--- config.mk ---
export PLATFORM = sky130hd
export DESIGN_NAME = pkt_tx
export DESIGN_NICKNAME = d
export VERILOG_FILES = /design/src/rtl/pkt_tx_pkg.sv /design/src/rtl/pkt_tx_byte.sv /design/src/rtl/pkt_tx.sv
export SDC_FILE = /design/constraint.sdc
export NUM_CORES = 1
export LEC_CHECK = 0
export CAP_MARGIN = 20
export CELL_PAD_IN_SITES_DETAIL_PLACEMENT = 1
export CELL_PAD_IN_SITES_GLOBAL_PLACEMENT = 1
export CORE_MARGIN = 1.5
export CORE_UTILIZATION = 41
export DETAILED_ROUTE_END_ITERATION = 7
export PLACE_DENSITY = 0.84
export SLEW_MARGIN = 20
export SYNTH_ARGS = -nofsm -noshare
export SYNTH_HDL_FRONTEND = slang
export SYNTH_SLANG_ARGS = --single-unit
--- constraint.sdc ---
create_clock -name clk_in -period 4.35 [get_ports clk_in]
set_input_delay 0.435 -clock clk_in [delete_from_list [all_inputs] [get_ports clk_in]]
set_output_delay 0.435 -clock clk_in [all_outputs]
set_load 0.005 [all_outputs]
--- src/rtl/pkt_tx_pkg.sv ---
// pkt_tx_pkg -- shared types and constants for the packet transmitter.
//   state_e      : byte serializer line states (IDLE/START/DATA/STOP/GAP)
//   phase_e      : packet sequencer phases
//   PAYLOAD_W    : payload width in bits
//   NUM_BYTES    : payload bytes per packet
//   CSUM_NUM_BYTES : bytes per packet when the checksum byte is appended
//   payload_byte : extracts byte k of a payload (byte 20 holds the top 2 bits)
//   payload_xor  : XOR of all payload bytes (checksum builds only)
package pkt_tx_pkg;

  localparam int unsigned PAYLOAD_W      = 162;
  localparam int unsigned NUM_BYTES      = 21;
  localparam int unsigned CSUM_NUM_BYTES = NUM_BYTES + 1;
  localparam int unsigned IDX_W          = 5;

  typedef enum logic [2:0] {
    S_IDLE,
    S_START,
    S_DATA,
    S_STOP,
    S_GAP
  } state_e;

  typedef enum logic [1:0] {
    P_IDLE,
    P_SEND,
    P_GAP
  } phase_e;

  // Zero-padding the payload to a whole number of bytes makes byte 20
  // come out as {6'b0, d[161:160]} with a plain indexed part-select.
  function automatic logic [7:0] payload_byte(input logic [PAYLOAD_W-1:0] d,
                                              input logic [IDX_W-1:0] k);
    logic [NUM_BYTES*8-1:0] p;
    p = {{(NUM_BYTES*8-PAYLOAD_W){1'b0}}, d};
    if (k < IDX_W'(NUM_BYTES)) begin
      return p[int'(k)*8 +: 8];
    end
    return '0;
  endfunction

`ifdef PKT_TX_CHECKSUM_EN
  function automatic logic [7:0] payload_xor(input logic [PAYLOAD_W-1:0] d);
    logic [7:0] x;
    x = '0;
    for (int unsigned i = 0; i < NUM_BYTES; i++) begin
      x ^= payload_byte(d, IDX_W'(i));
    end
    return x;
  endfunction
`endif

endpackage

--- src/rtl/pkt_tx_byte.sv ---
// uat_byte_tx -- serializes one byte as an 8N1 frame (start 0, 8 data bits
// LSB first, stop 1), each bit held CLK_PER_BIT clocks.
//   clk_i   : system clock
//   rst_i   : synchronous active-high reset
//   start_i : load byte_i; honoured in IDLE or in the last cycle of STOP
//   byte_i  : byte to send
//   tx_o    : serial line, idle high
//   done_o  : one-cycle pulse in the final cycle of the stop bit
module uat_byte_tx
  import pkt_tx_pkg::*;
#(
  parameter int unsigned CLK_PER_BIT = 6768
) (
  input  logic       clk_i,
  input  logic       rst_i,
  input  logic       start_i,
  input  logic [7:0] byte_i,
  output logic       tx_o,
  output logic       done_o
);

  localparam int unsigned BAUD_W = $clog2(CLK_PER_BIT);
  localparam logic [BAUD_W-1:0] BAUD_LAST = BAUD_W'(CLK_PER_BIT - 1);

  state_e            state_q, state_d;
  logic [BAUD_W-1:0] baud_q, baud_d;
  logic [2:0]        bit_q, bit_d;
  logic [7:0]        sh_q, sh_d;
  logic              bit_end;

  assign bit_end = (baud_q == BAUD_LAST);

  always_comb begin
    state_d = state_q;
    baud_d  = bit_end ? '0 : baud_q + 1'b1;
    bit_d   = bit_q;
    sh_d    = sh_q;
    tx_o    = 1'b1;
    done_o  = 1'b0;
    case (state_q)
      S_IDLE: begin
        baud_d = '0;
        if (start_i) begin
          state_d = S_START;
          sh_d    = byte_i;
          bit_d   = '0;
        end
      end
      S_START: begin
        tx_o = 1'b0;
        if (bit_end) state_d = S_DATA;
      end
      S_DATA: begin
        tx_o = sh_q[0];
        if (bit_end) begin
          sh_d = sh_q >> 1;
          if (bit_q == 3'd7) begin
            state_d = S_STOP;
            bit_d   = '0;
          end else begin
            bit_d = bit_q + 1'b1;
          end
        end
      end
      S_STOP: begin
        // A start request in the last stop cycle chains straight into the
        // next start bit so consecutive bytes have no idle between them.
        if (bit_end) begin
          done_o = 1'b1;
          if (start_i) begin
            state_d = S_START;
            sh_d    = byte_i;
          end else begin
            state_d = S_IDLE;
          end
        end
      end
      default: state_d = S_IDLE;
    endcase
  end

  always_ff @(posedge clk_i) begin
    if (rst_i) begin
      state_q <= S_IDLE;
      baud_q  <= '0;
      bit_q   <= '0;
      sh_q    <= '0;
    end else begin
      state_q <= state_d;
      baud_q  <= baud_d;
      bit_q   <= bit_d;
      sh_q    <= sh_d;
    end
  end

endmodule

--- src/rtl/pkt_tx.sv ---
// pkt_tx -- sends a 162-bit payload as 21 back-to-back 8N1 bytes (byte 0
// first), then holds the line idle-high for GAP_COUNT clocks.
// Defining PKT_TX_CHECKSUM_EN appends a 22nd byte = XOR of bytes 0..20.
//   clk_in  : system clock
//   rst_in  : synchronous active-high reset
//   data_in : payload, latched on acceptance
//   send    : transmit request, accepted when send && ready
//   ready   : idle and able to accept a packet
//   tx      : serial line, idle high
module pkt_tx
  import pkt_tx_pkg::*;
#(
  parameter int unsigned CLK_HZ      = 65_000_000,
  parameter int unsigned BAUD_RATE   = 9600,
  parameter int unsigned CLK_PER_BIT = 6768,
  parameter int unsigned GAP_COUNT   = 130_000
) (
  input  logic                 clk_in,
  input  logic                 rst_in,
  input  logic [PAYLOAD_W-1:0] data_in,
  input  logic                 send,
  output logic                 ready,
  output logic                 tx
);

`ifdef PKT_TX_CHECKSUM_EN
  localparam int unsigned TX_BYTES = CSUM_NUM_BYTES;
`else
  localparam int unsigned TX_BYTES = NUM_BYTES;
`endif
  localparam logic [IDX_W-1:0] LAST_IDX = IDX_W'(TX_BYTES - 1);
  localparam int unsigned GAP_W = $clog2(GAP_COUNT + 1);
  localparam logic [GAP_W-1:0] GAP_LAST = GAP_W'(GAP_COUNT - 1);

  if (BAUD_RATE == 0 || CLK_HZ < BAUD_RATE || CLK_PER_BIT < 2 || GAP_COUNT < 1)
  begin : g_cfg_check
    $error("pkt_tx: invalid clock/baud/gap parameters");
  end

  phase_e               phase_q, phase_d;
  logic [PAYLOAD_W-1:0] data_q, data_d;
  logic [IDX_W-1:0]     idx_q, idx_d;
  logic [GAP_W-1:0]     gap_q, gap_d;
  logic [IDX_W-1:0]     next_idx;
  logic [7:0]           next_byte;
  logic                 accept;
  logic                 byte_start;
  logic [7:0]           byte_val;
  logic                 byte_done;

  assign next_idx = idx_q + 1'b1;

`ifdef PKT_TX_CHECKSUM_EN
  assign next_byte = (next_idx == IDX_W'(NUM_BYTES)) ? payload_xor(data_q)
                                                     : payload_byte(data_q, next_idx);
`else
  assign next_byte = payload_byte(data_q, next_idx);
`endif

  always_comb begin
    phase_d    = phase_q;
    data_d     = data_q;
    idx_d      = idx_q;
    gap_d      = gap_q;
    ready      = (phase_q == P_IDLE);
    accept     = (phase_q == P_IDLE) && send && !rst_in;
    byte_start = 1'b0;
    byte_val   = next_byte;
    case (phase_q)
      P_IDLE: begin
        // Byte 0 comes straight from data_in so its start bit appears on the
        // cycle after acceptance, in parallel with latching the payload.
        if (accept) begin
          phase_d    = P_SEND;
          data_d     = data_in;
          idx_d      = '0;
          byte_start = 1'b1;
          byte_val   = payload_byte(data_in, '0);
        end
      end
      P_SEND: begin
        if (byte_done) begin
          if (idx_q == LAST_IDX) begin
            phase_d = P_GAP;
            gap_d   = '0;
          end else begin
            idx_d      = next_idx;
            byte_start = 1'b1;
          end
        end
      end
      P_GAP: begin
        if (gap_q == GAP_LAST) begin
          phase_d = P_IDLE;
          gap_d   = '0;
        end else begin
          gap_d = gap_q + 1'b1;
        end
      end
      default: phase_d = P_IDLE;
    endcase
  end

  always_ff @(posedge clk_in) begin
    if (rst_in) begin
      phase_q <= P_IDLE;
      data_q  <= '0;
      idx_q   <= '0;
      gap_q   <= '0;
    end else begin
      phase_q <= phase_d;
      data_q  <= data_d;
      idx_q   <= idx_d;
      gap_q   <= gap_d;
    end
  end

  uat_byte_tx #(
    .CLK_PER_BIT(CLK_PER_BIT)
  ) u_byte_tx (
    .clk_i  (clk_in),
    .rst_i  (rst_in),
    .start_i(byte_start),
    .byte_i (byte_val),
    .tx_o   (tx),
    .done_o (byte_done)
  );

endmodule
# --- Word-level counts from Yosys, hierarchy flattened ---
# Index checks and enable logic that the tools add are counted.
op_classes:
  n_addsub: 4
  magnitude_cmp: 1
  eq_ne: 19
  shifts: 1
  muxes: 43
  reduce_logical: 17
op_table:
  columns: ["operator", "n"]
  rows:
  - ["$shiftx A168 B9 Y8", 1]
  - ["$mux W8", 8]
  - ["$mux W17", 3]
  - ["$pmux W17 S2", 1]
  - ["$mux W3", 8]
  - ["$pmux W8 S3", 1]
  - ["$add A17 B1 Y17 const B", 1]
  - ["$eq A17 B17 Y1 const B", 1]
  - ["$mux W5", 3]
  - ["$add A13 B1 Y13 const B", 1]
  - ["$eq A13 B13 Y1 const B", 1]
  - ["$pmux W3 S4", 1]
  - ["$ne A2 B1 Y1 const B", 5]
  - ["$ne A2 B2 Y1 const B", 5]
  - ["$pmux W5 S2", 1]
  - ["$mux W1", 9]
  - ["$reduce_and A3 Y1", 3]
  - ["$mux W2", 4]
  - ["$reduce_and A4 Y1", 2]
  - ["$eq A3 B2 Y1 const B", 2]
  - ["$pmux W2 S3", 1]
  - ["$pmux W3 S2", 1]
  - ["$reduce_bool A2 Y1", 3]
  - ["$add A5 B1 Y5 const B", 1]
  - ["16 further kinds", 18]
word_totals:
  register_bits: 213
  input_bits: 165
  output_inout_bits: 2
  elab_cells: 93

# --- Logic depth before layout (Yosys ltp) ---
# Gate-level depths: netlist of the first run.
depth:
  depth_word: 11
  mapped_depth: 14
  mapped_depth_nobuf: 8

# --- Cells and area by module ---
# A second synthesis of the first run with hierarchy kept.
hier_totals:
  cells_unflattened: 791
  area_unflattened_um2: 9012.4
modules_own_cells:
  columns: ["mod", "n_inst", "cells_per_inst", "area_per_inst_um2", "seq_area_each_um2"]
  rows:
  - ["pkt_tx", 1, 648, 7664.9, 3723.6]
  - ["uat_byte_tx", 1, 143, 1347.5, 520.5]

# --- Worst setup path before layout of the first run ---
# No wires, ideal clock.
synth_path:
  path_type: "reg-to-reg"
  start: "register idx_q[0]"
  end: "register u_byte_tx.sh_q[5]"
  setup_ns: 0.117
  arrival_ns: 2.966
  required_time_ns: 4.233
  slack_ns: 1.267
  path_stages_with_launch: 14
  path_buffers: 5
  synth_period_minus_slack_ns: 3.083
  cell_sequence: "dfxtp_1 -> buf_2 -> buf_2 -> buf_1 -> inv_1 -> ha_1 -> buf_4 -> buf_2 -> mux4_2 -> nand2_1 -> nand2_1 -> a22oi_1 -> a32oi_1 -> a22o_1"
synth_via:
  elab_chain_cells: 9
  word_cells_on_any_way: 15
  cone_classes: "add/sub (1); order compare (1); eq/ne (1); shift (1); mux (11)"
synth_rtl:
  columns: ["element", "line", "rtl"]
  rows:
  - ["from (decl)", "pkt_tx.sv:42", "logic [IDX_W-1:0] idx_q, idx_d;"]
  - ["from (signal assigned)", "pkt_tx.sv:113", "idx_q <= idx_d;"]
  - ["$add A5 B1 Y5", "pkt_tx.sv:51", "assign next_idx = idx_q + 1'b1;"]
  - ["$shiftx A168 B9 Y8 / $lt A5 B5 Y1 (equally long branches)", "pkt_tx_pkg.sv:37, pkt_tx_pkg.sv:36", null]
  - ["$mux W8 / $mux W1 (equally long branches)", "pkt_tx_pkg.sv:36", "if (k < IDX_W'(NUM_BYTES)) begin"]
  - ["$mux W8", "pkt_tx_pkg.sv:39", "return '0;"]
  - ["$mux W8", "pkt_tx.sv:73", "if (accept) begin"]
  - ["$mux W8", "pkt_tx.sv:69", "case (phase_q)"]
  - ["$mux W8 (*)", "pkt_tx_byte.sv:43, pkt_tx_byte.sv:70", null]
  - ["$mux W8", "pkt_tx_byte.sv:68", "if (bit_end) begin"]
  - ["$pmux W8 S3 (*)", "pkt_tx_byte.sv:40", "case (state_q)"]
  - ["to (signal assigned)", "pkt_tx_byte.sv:87", "sh_q <= '0;"]
  - ["to (signal assigned)", "pkt_tx_byte.sv:92", "sh_q <= sh_d;"]
  - ["to (decl)", "pkt_tx_byte.sv:28", "logic [7:0] sh_q, sh_d;"]
# Every way passes the cells marked *; elsewhere a longest branch is shown, timed or not. The select of a mux whose other input is x is not followed.
# A chain may end at the register's enable or synchronous reset.

# --- Final worst setup path of the first run ---
layout_path:
  start: "register idx_q[0]"
  end: "register u_byte_tx.sh_q[0]"
# Same word-level chain as after synthesis.

==> impl_metrics.py, run 1 <==
metrics = {
    "status": {
        "run_status": "completed",
    },
    "synth": {
        "synth_fa_ha_area_frac": 0.0141,
        "ys_types": 62,
        "synthFlopType": "dfxtp_1",
        "syn_area_um2": 8900,
        "async_flop_share": 0,
        "syn_avg_cell_area_um2": 11.0,
        "ys_ff_latch": 212,
        "synth-simple-area-share": 0.104,
        "synth-xor-area-share": 0.0312,
        "yosysWarningCount": 0,
        "synth_compound_area_frac": 0.220,
        "syn_inst": 811,
        "synth_top_family_by_area": "compound AO/OA/AOI/OAI gates",
        "synth_nets": 986,
        "synth_mux_area_frac": 0.113,
        "synth-edff-count": 0,
        "ys_seq_area_frac": 0.477,
    },
    "cells_and_area": {
        "fillers": 2211,
        "syn_to_final_growth_pct": 28.9,
        "layout_commonest_cell": "dfxtp_1",
        "final_nets": 1121,
        "antenna_cells": 0,
        "seqCellArea_um2": 4250,
        "drive_gt1_frac": 0.104,
        "final_cell_mix": "dfxtp_1 (211), a22o_1 (167), clkdlybuf4s50_1 (166)",
        "multi_input_area_um2": 4330,
        "final_util": 0.542,
    },
    "die": {
        "rows": 53,
        "start_util": 0.421,
        "io_pins": 167,
        "coreArea_um2": 21200,
        "die_w_um": 150,
        "die_area_um2": 22600,
        "die_y_um": 150,
    },
    "clock_network": {
        "cts_buffers": 23,
        "cts-hold-fix-buffers": 0,
        "cts_buffer_depth": 3,
        "htreeDepth": 1,
        "cts_tree": "yes",
        "clock_latency_ns": 0.51,
        "post_cts_buffers": 0,
        "clock-sinks": 212,
        "ctsResizeCount": 0,
        "clk_pin_slew_ns": 0.06,
        "cts_root_buf": "clkbuf_16",
    },
    "power_and_ir_drop": {
        "power_mw": 4.72,
        "leakage_nw": 4.22,
        "vdd_drop_max_uv": 243,
        "p_per_area_nw_per_um2": 411,
    },
    "sta": {
        "fmax_mhz": 309,
        "period_share": 0.745,
        "fin_crit_ns": 3.24,
        "setup_tns_ns": 0,
        "slew_headroom": 0.387,
        "setup_viol": 0,
        "fin_skew_ns": 0.0104,
        "hold_ws_ns": 0.468,
        "slew_viol_final": 0,
        "timing.final.ws_setup_ns": 1.11,
        "tightest_slew_ns": 0.919,
        "rsz0062_at_grt": "no",
        "finalHoldViolCount": 0,
    },
    "global_route": {
        "grt_pass1_vias": 7536,
        "grt_max_degree": 74,
        "antenna_found_initial": 1,
        "overflow": 0,
        "grt_pass1_wl_um": 40300,
        "grt.total_usage": 0.225,
    },
    "route": {
        "via_per_inst": 5.80,
        "drt-initial-drc-count": 423,
        "drt_first_pass_iters": 5,
        "vias": 7175,
        "detail-route-antenna-nets": 0,
        "drc_errors": 0,
        "finalWirelength_um": 25700,
        "wl_per_cell_um": 20.8,
    },
    "worst_setup_path": {
        "cp.arrival_ns": 3.64,
        "cp.required_ns": 4.75,
        "cp_max_fo": 52,
        "cp-start-kind": "register",
        "path_class": "register to register",
        "crit_path_end_kind": "register",
    },
    "placement": {
        "finalWeightedCongestion": 0.829,
        "dp_slack_ns": 1.16,
        "port_buffers": 166,
        "dp_hpwl_um": 17900,
    },
    "flow_run": {
        "cap_violations": 0,
    },
    "min_path": {
        "hold_path.class": "register to register",
    },
}
## registers in the layout, indices dropped and copies added, names as in the netlist
signal / count
u_byte_tx.state_q: 2
u_byte_tx.bit_q: 3
gap_q: 17
data_q: 162
u_byte_tx.baud_q: 13
phase_q: 2
u_byte_tx.sh_q: 8
idx_q: 5
## logic make-up after synthesis
| group | after synthesis |
|---|---|
| AOI/OAI and AO/OA | 238 |
| DFF | 212 |
| and+or+nand+nor | 187 |
| buffers and inverters | 81 |
| muxes | 53 |
| xor gates and xnor gates | 30 |
| adders and majority gates | 10 |
## cell usage after synthesis (all sizes together) (2+ instances only)
| library cell | instances | area (um^2) |
|---|---|---|
| a211oi | 5 | 37.5 |
| a21o | 2 | 15.0 |
| a21oi | 16 | 80.1 |
| a22o | 167 | 1460 |
| a22oi | 5 | 37.5 |
| a31oi | 6 | 37.5 |
| a32o | 4 | 40.0 |
| a32oi | 4 | 35.0 |
| and2 | 6 | 37.5 |
| and3 | 3 | 18.8 |
| and4 | 2 | 17.5 |
| buf | 36 | 194 |
| clkbuf | 30 | 113 |
| dfxtp | 212 | 4240 |
| ha | 10 | 125 |
| inv | 15 | 56.3 |
| mux2i | 15 | 150 |
| mux4 | 38 | 856 |
| nand2 | 47 | 176 |
| nand2b | 7 | 43.8 |
| nand3 | 20 | 105 |
| nand4 | 11 | 68.8 |
| nor2 | 59 | 221 |
| nor2b | 5 | 31.3 |
| nor3 | 9 | 50.1 |
| nor3b | 2 | 20.0 |
| nor4 | 3 | 18.8 |
| nor4b | 2 | 38.8 |
| o21ai | 14 | 70.1 |
| o31ai | 2 | 15.0 |
| or2 | 2 | 12.5 |
| or3 | 5 | 31.3 |
| xnor2 | 17 | 156 |
| xor2 | 13 | 121 |
## layout make-up
class / instances / area share
clock buffers: 32 / 0.0566
clock inverters: 9 / 0.00861
inverters: 15 / 0.00491
multi-input cells: 518 / 0.377
flip-flops and latches: 212 / 0.370
well taps: 275 / 0.0300
repair buffers: 176 / 0.152
## metrics by stage
| stage | cell area (um^2) | std cells |
|---|---|---|
| 2_1_floorplan | 8900 | 811 |
| 3_3_place_gp | 10700 | 1196 |
| 3_5_place_dp | 10700 | 1196 |
| 4_1_cts | 11500 | 1237 |
| 5_1_grt | 11500 | 1237 |
| 6_report | 11500 | 1237 |
## routing by layer
layer | part of all wire | GRT usage | vias to the layer above
li1 | - | - | 3343
met1 | 0.43 | 0.291 | 3579
met2 | 0.48 | 0.374 | 209
met3 | 0.073 | 0.0642 | 42
met4 | 0.019 | 0.0510 | 2
met5 | 0.00051 | 0 | -
## critical path, cell delays in order, from the launching register on
cell and delay [ns]:
dfxtp_2 0.33, buf_4 0.59, ha_1 0.54, nand3_1 0.23
xnor2_2 0.42, mux2i_1 0.23, o22ai_1 0.10, a2111o_1 0.41
a32o_1 0.26
## power breakdown
part | total, mW | internal [mW] | leakage, nW | switching, mW
sequential | 2.14 | 2.06 | 1.74 | 0.0783
combinational | 0.639 | 0.345 | 2.11 | 0.294
clock | 1.94 | 1.16 | 0.374 | 0.779
total | 4.72 | 3.57 | 4.22 | 1.15
## final timing paths
path / startpoint / end / slack (ns) / cells past startpoint
max: idx_q[0] / u_byte_tx.sh_q[0] / 1.11 / 8
min: u_byte_tx.baud_q[0] / u_byte_tx.baud_q[0] / 0.47 / 1
max reg2reg: idx_q[0] / u_byte_tx.sh_q[0] / 1.11 / 8
min reg2reg: u_byte_tx.baud_q[0] / u_byte_tx.baud_q[0] / 0.47 / 1
No activity file was read; power rests on OpenSTA's default activity.
==> run 2, diff against run 1 <==
--- a/config.mk
+++ b/config.mk
@@ -9,9 +9,9 @@
 export CELL_PAD_IN_SITES_DETAIL_PLACEMENT = 1
 export CELL_PAD_IN_SITES_GLOBAL_PLACEMENT = 1
 export CORE_MARGIN = 1.5
-export CORE_UTILIZATION = 41
+export CORE_UTILIZATION = 37
 export DETAILED_ROUTE_END_ITERATION = 7
-export PLACE_DENSITY = 0.84
+export PLACE_DENSITY = 0.8
 export SLEW_MARGIN = 20
 export SYNTH_ARGS = -nofsm -noshare
 export SYNTH_HDL_FRONTEND = slang
==> constraint.sdc (replaced) <==
create_clock -name clk_in -period 2.9 [get_ports clk_in]
set_input_delay 0.29 -clock clk_in [delete_from_list [all_inputs] [get_ports clk_in]]
set_output_delay 0.29 -clock clk_in [all_outputs]
set_load 0.005 [all_outputs]
==> run 2 against run 1 <==
Net effect: design area up 1.7%; maximum frequency up 17%; flip-flop and latch count unchanged; register-to-register slack worse by 0.98 ns; first-iteration DRC count unchanged; total power up 52%; critical path type unchanged.
==> impl_metrics.py, run 2 (synthesis results as in run 1) <==
metrics = {
    "status": {
        "run_status": "completed",
    },
    "cells_and_area": {
        "largestRegisters": "data_q (162), gap_q (17), u_byte_tx.baud_q (13)",
        "top_register": "data_q",
        "syn_to_final_growth_pct": 31.1,
        "final_cell_mix": "dfxtp_1 (211), a22o_1 (167), clkdlybuf4s50_1 (166)",
        "drive_gt1_frac": 0.109,
        "antenna_cells": 0,
        "fin_cells": 1295,
        "final_util": 0.495,
        "layout_commonest_cell": "dfxtp_1",
        "largest_reg_flops": 162,
        "final_nets": 1134,
    },
    "route": {
        "drt_first_pass_iters": 4,
        "drc_errors": 0,
        "wl_per_cell_um": 20.3,
        "detail-route-antenna-nets": 0,
        "drt-initial-drc-count": 423,
        "vias": 7170,
        "via_per_inst": 5.54,
        "finalWirelength_um": 26300,
    },
    "sta": {
        "slew_viol_final": 0,
        "fin_crit_ns": 2.77,
        "slew_headroom": 0.505,
        "period_share": 0.954,
        "rsz0062_at_grt": "no",
        "setup_viol": 0,
        "tightest_slew_ns": 0.743,
        "finalHoldViolCount": 0,
        "setup_tns_ns": 0,
        "fmax_mhz": 361,
        "fin_skew_ns": 0.0178,
    },
    "clock_network": {
        "cts-hold-fix-buffers": 0,
        "cts_buffer_depth": 3,
        "post_cts_buffers": 0,
        "cts_tree": "yes",
        "cts_buffers": 24,
        "ctsResizeCount": 0,
        "clock-sinks": 212,
        "clk_pin_slew_ns": 0.06,
        "htreeDepth": 1,
        "cts_root_buf": "clkbuf_16",
        "clock_latency_ns": 0.52,
    },
    "die": {
        "coreArea_um2": 23500,
        "die_y_um": 158,
        "io_pins": 167,
        "rows": 56,
        "die_area_um2": 25000,
        "die_w_um": 158,
        "start_util": 0.378,
    },
    "global_route": {
        "met1_usage": 0.271,
        "grt_use_met3": 0.0449,
        "grt_max_degree": 103,
        "grt_pass1_vias": 7601,
        "overflow": 0,
        "grt.busiest_layer": "met2",
        "grt_pass1_wl_um": 41500,
        "antenna_found_initial": 3,
        "grt.total_usage": 0.213,
        "use_met2": 0.354,
    },
    "power_and_ir_drop": {
        "vdd_drop_max_uv": 339,
        "leakage_nw": 4.28,
        "p_per_area_nw_per_um2": 616,
    },
    "placement": {
        "port_buffers": 166,
        "placed_cells": 1252,
        "dp_hpwl_um": 19100,
        "finalWeightedCongestion": 0.846,
    },
    "worst_setup_path": {
        "crit_path_end_kind": "register",
        "cp.required_ns": 3.30,
        "path_class": "register to register",
        "rrSetupSlack_ns": 0.13,
        "cp_max_fo": 20,
        "cp.arrival_ns": 3.17,
        "cp-start-kind": "register",
    },
    "flow_run": {
        "cap_violations": 0,
    },
    "min_path": {
        "hold_path.class": "input pin to register",
    },
}
run 2: cell types whose count changed in the layout (fill, tap and decap cells not counted), moves of 3 or more:
cell      previous run  this run
clkbuf_8             4         0
clkinv_2             6         2
buf_12               1         4
buf_4                9        18
clkbuf_1             5        13
run 2: cell type report:
type | count | area [um^2]
fillers | 2537 | 11900
multi-input cells | 518 | 4320
flip-flops and latches | 212 | 4250
repair buffers | 188 | 1880
clock buffers | 37 | 649
well taps | 319 | 399
clock inverters | 6 | 116
inverters | 15 | 56.3
run 2: worst paths after layout:
check	start	to	cells after the start
hold reg to reg	u_byte_tx.baud_q[0]	u_byte_tx.baud_q[0]	1
setup / recovery	idx_q[0]	u_byte_tx.sh_q[3]	9
setup reg to reg	idx_q[0]	u_byte_tx.sh_q[3]	9
hold / removal	data_in[105]	data_q[105]	2
run 2: routing by layer:
layer,wire [um],vias to the layer above
li1,-,3366
met1,11300,3534
met2,12600,200
met3,1420,66
met4,907,4
met5,27,-
run 2: critical path, stage by stage, from the launching register on:
cell and delay [ns]:
dfxtp_2 0.34, inv_1 0.07, ha_2 0.61, buf_12 0.26
mux4_2 0.55, nand2_1 0.11, nand2_1 0.07, a22oi_1 0.25
a32oi_1 0.16, a22o_1 0.22
run 2: where the power goes:
part           internal [mW]  total, mW  switching [mW]
logic                  0.526      0.960           0.434
clock network           1.81       3.01            1.20
registers               3.10       3.22           0.121
run 2: per-stage QoR:
step / setup slack [ns] / hold slack, ns / power (mW) / cell area, um^2
6_report: 0.134 / 0.365 / 7.18 / 11700
5_1_grt: 0.00330 / 0.361 / 7.46 / 11700
4_1_cts: 0.111 / 0.349 / 7.24 / 11700
3_5_place_dp: 0.142 / 0.455 / 4.23 / 10900
3_3_place_gp: 0.196 / 0.442 / 4.20 / 10900
2_1_floorplan: 0.0427 / 0.423 / 3.77 / 8910
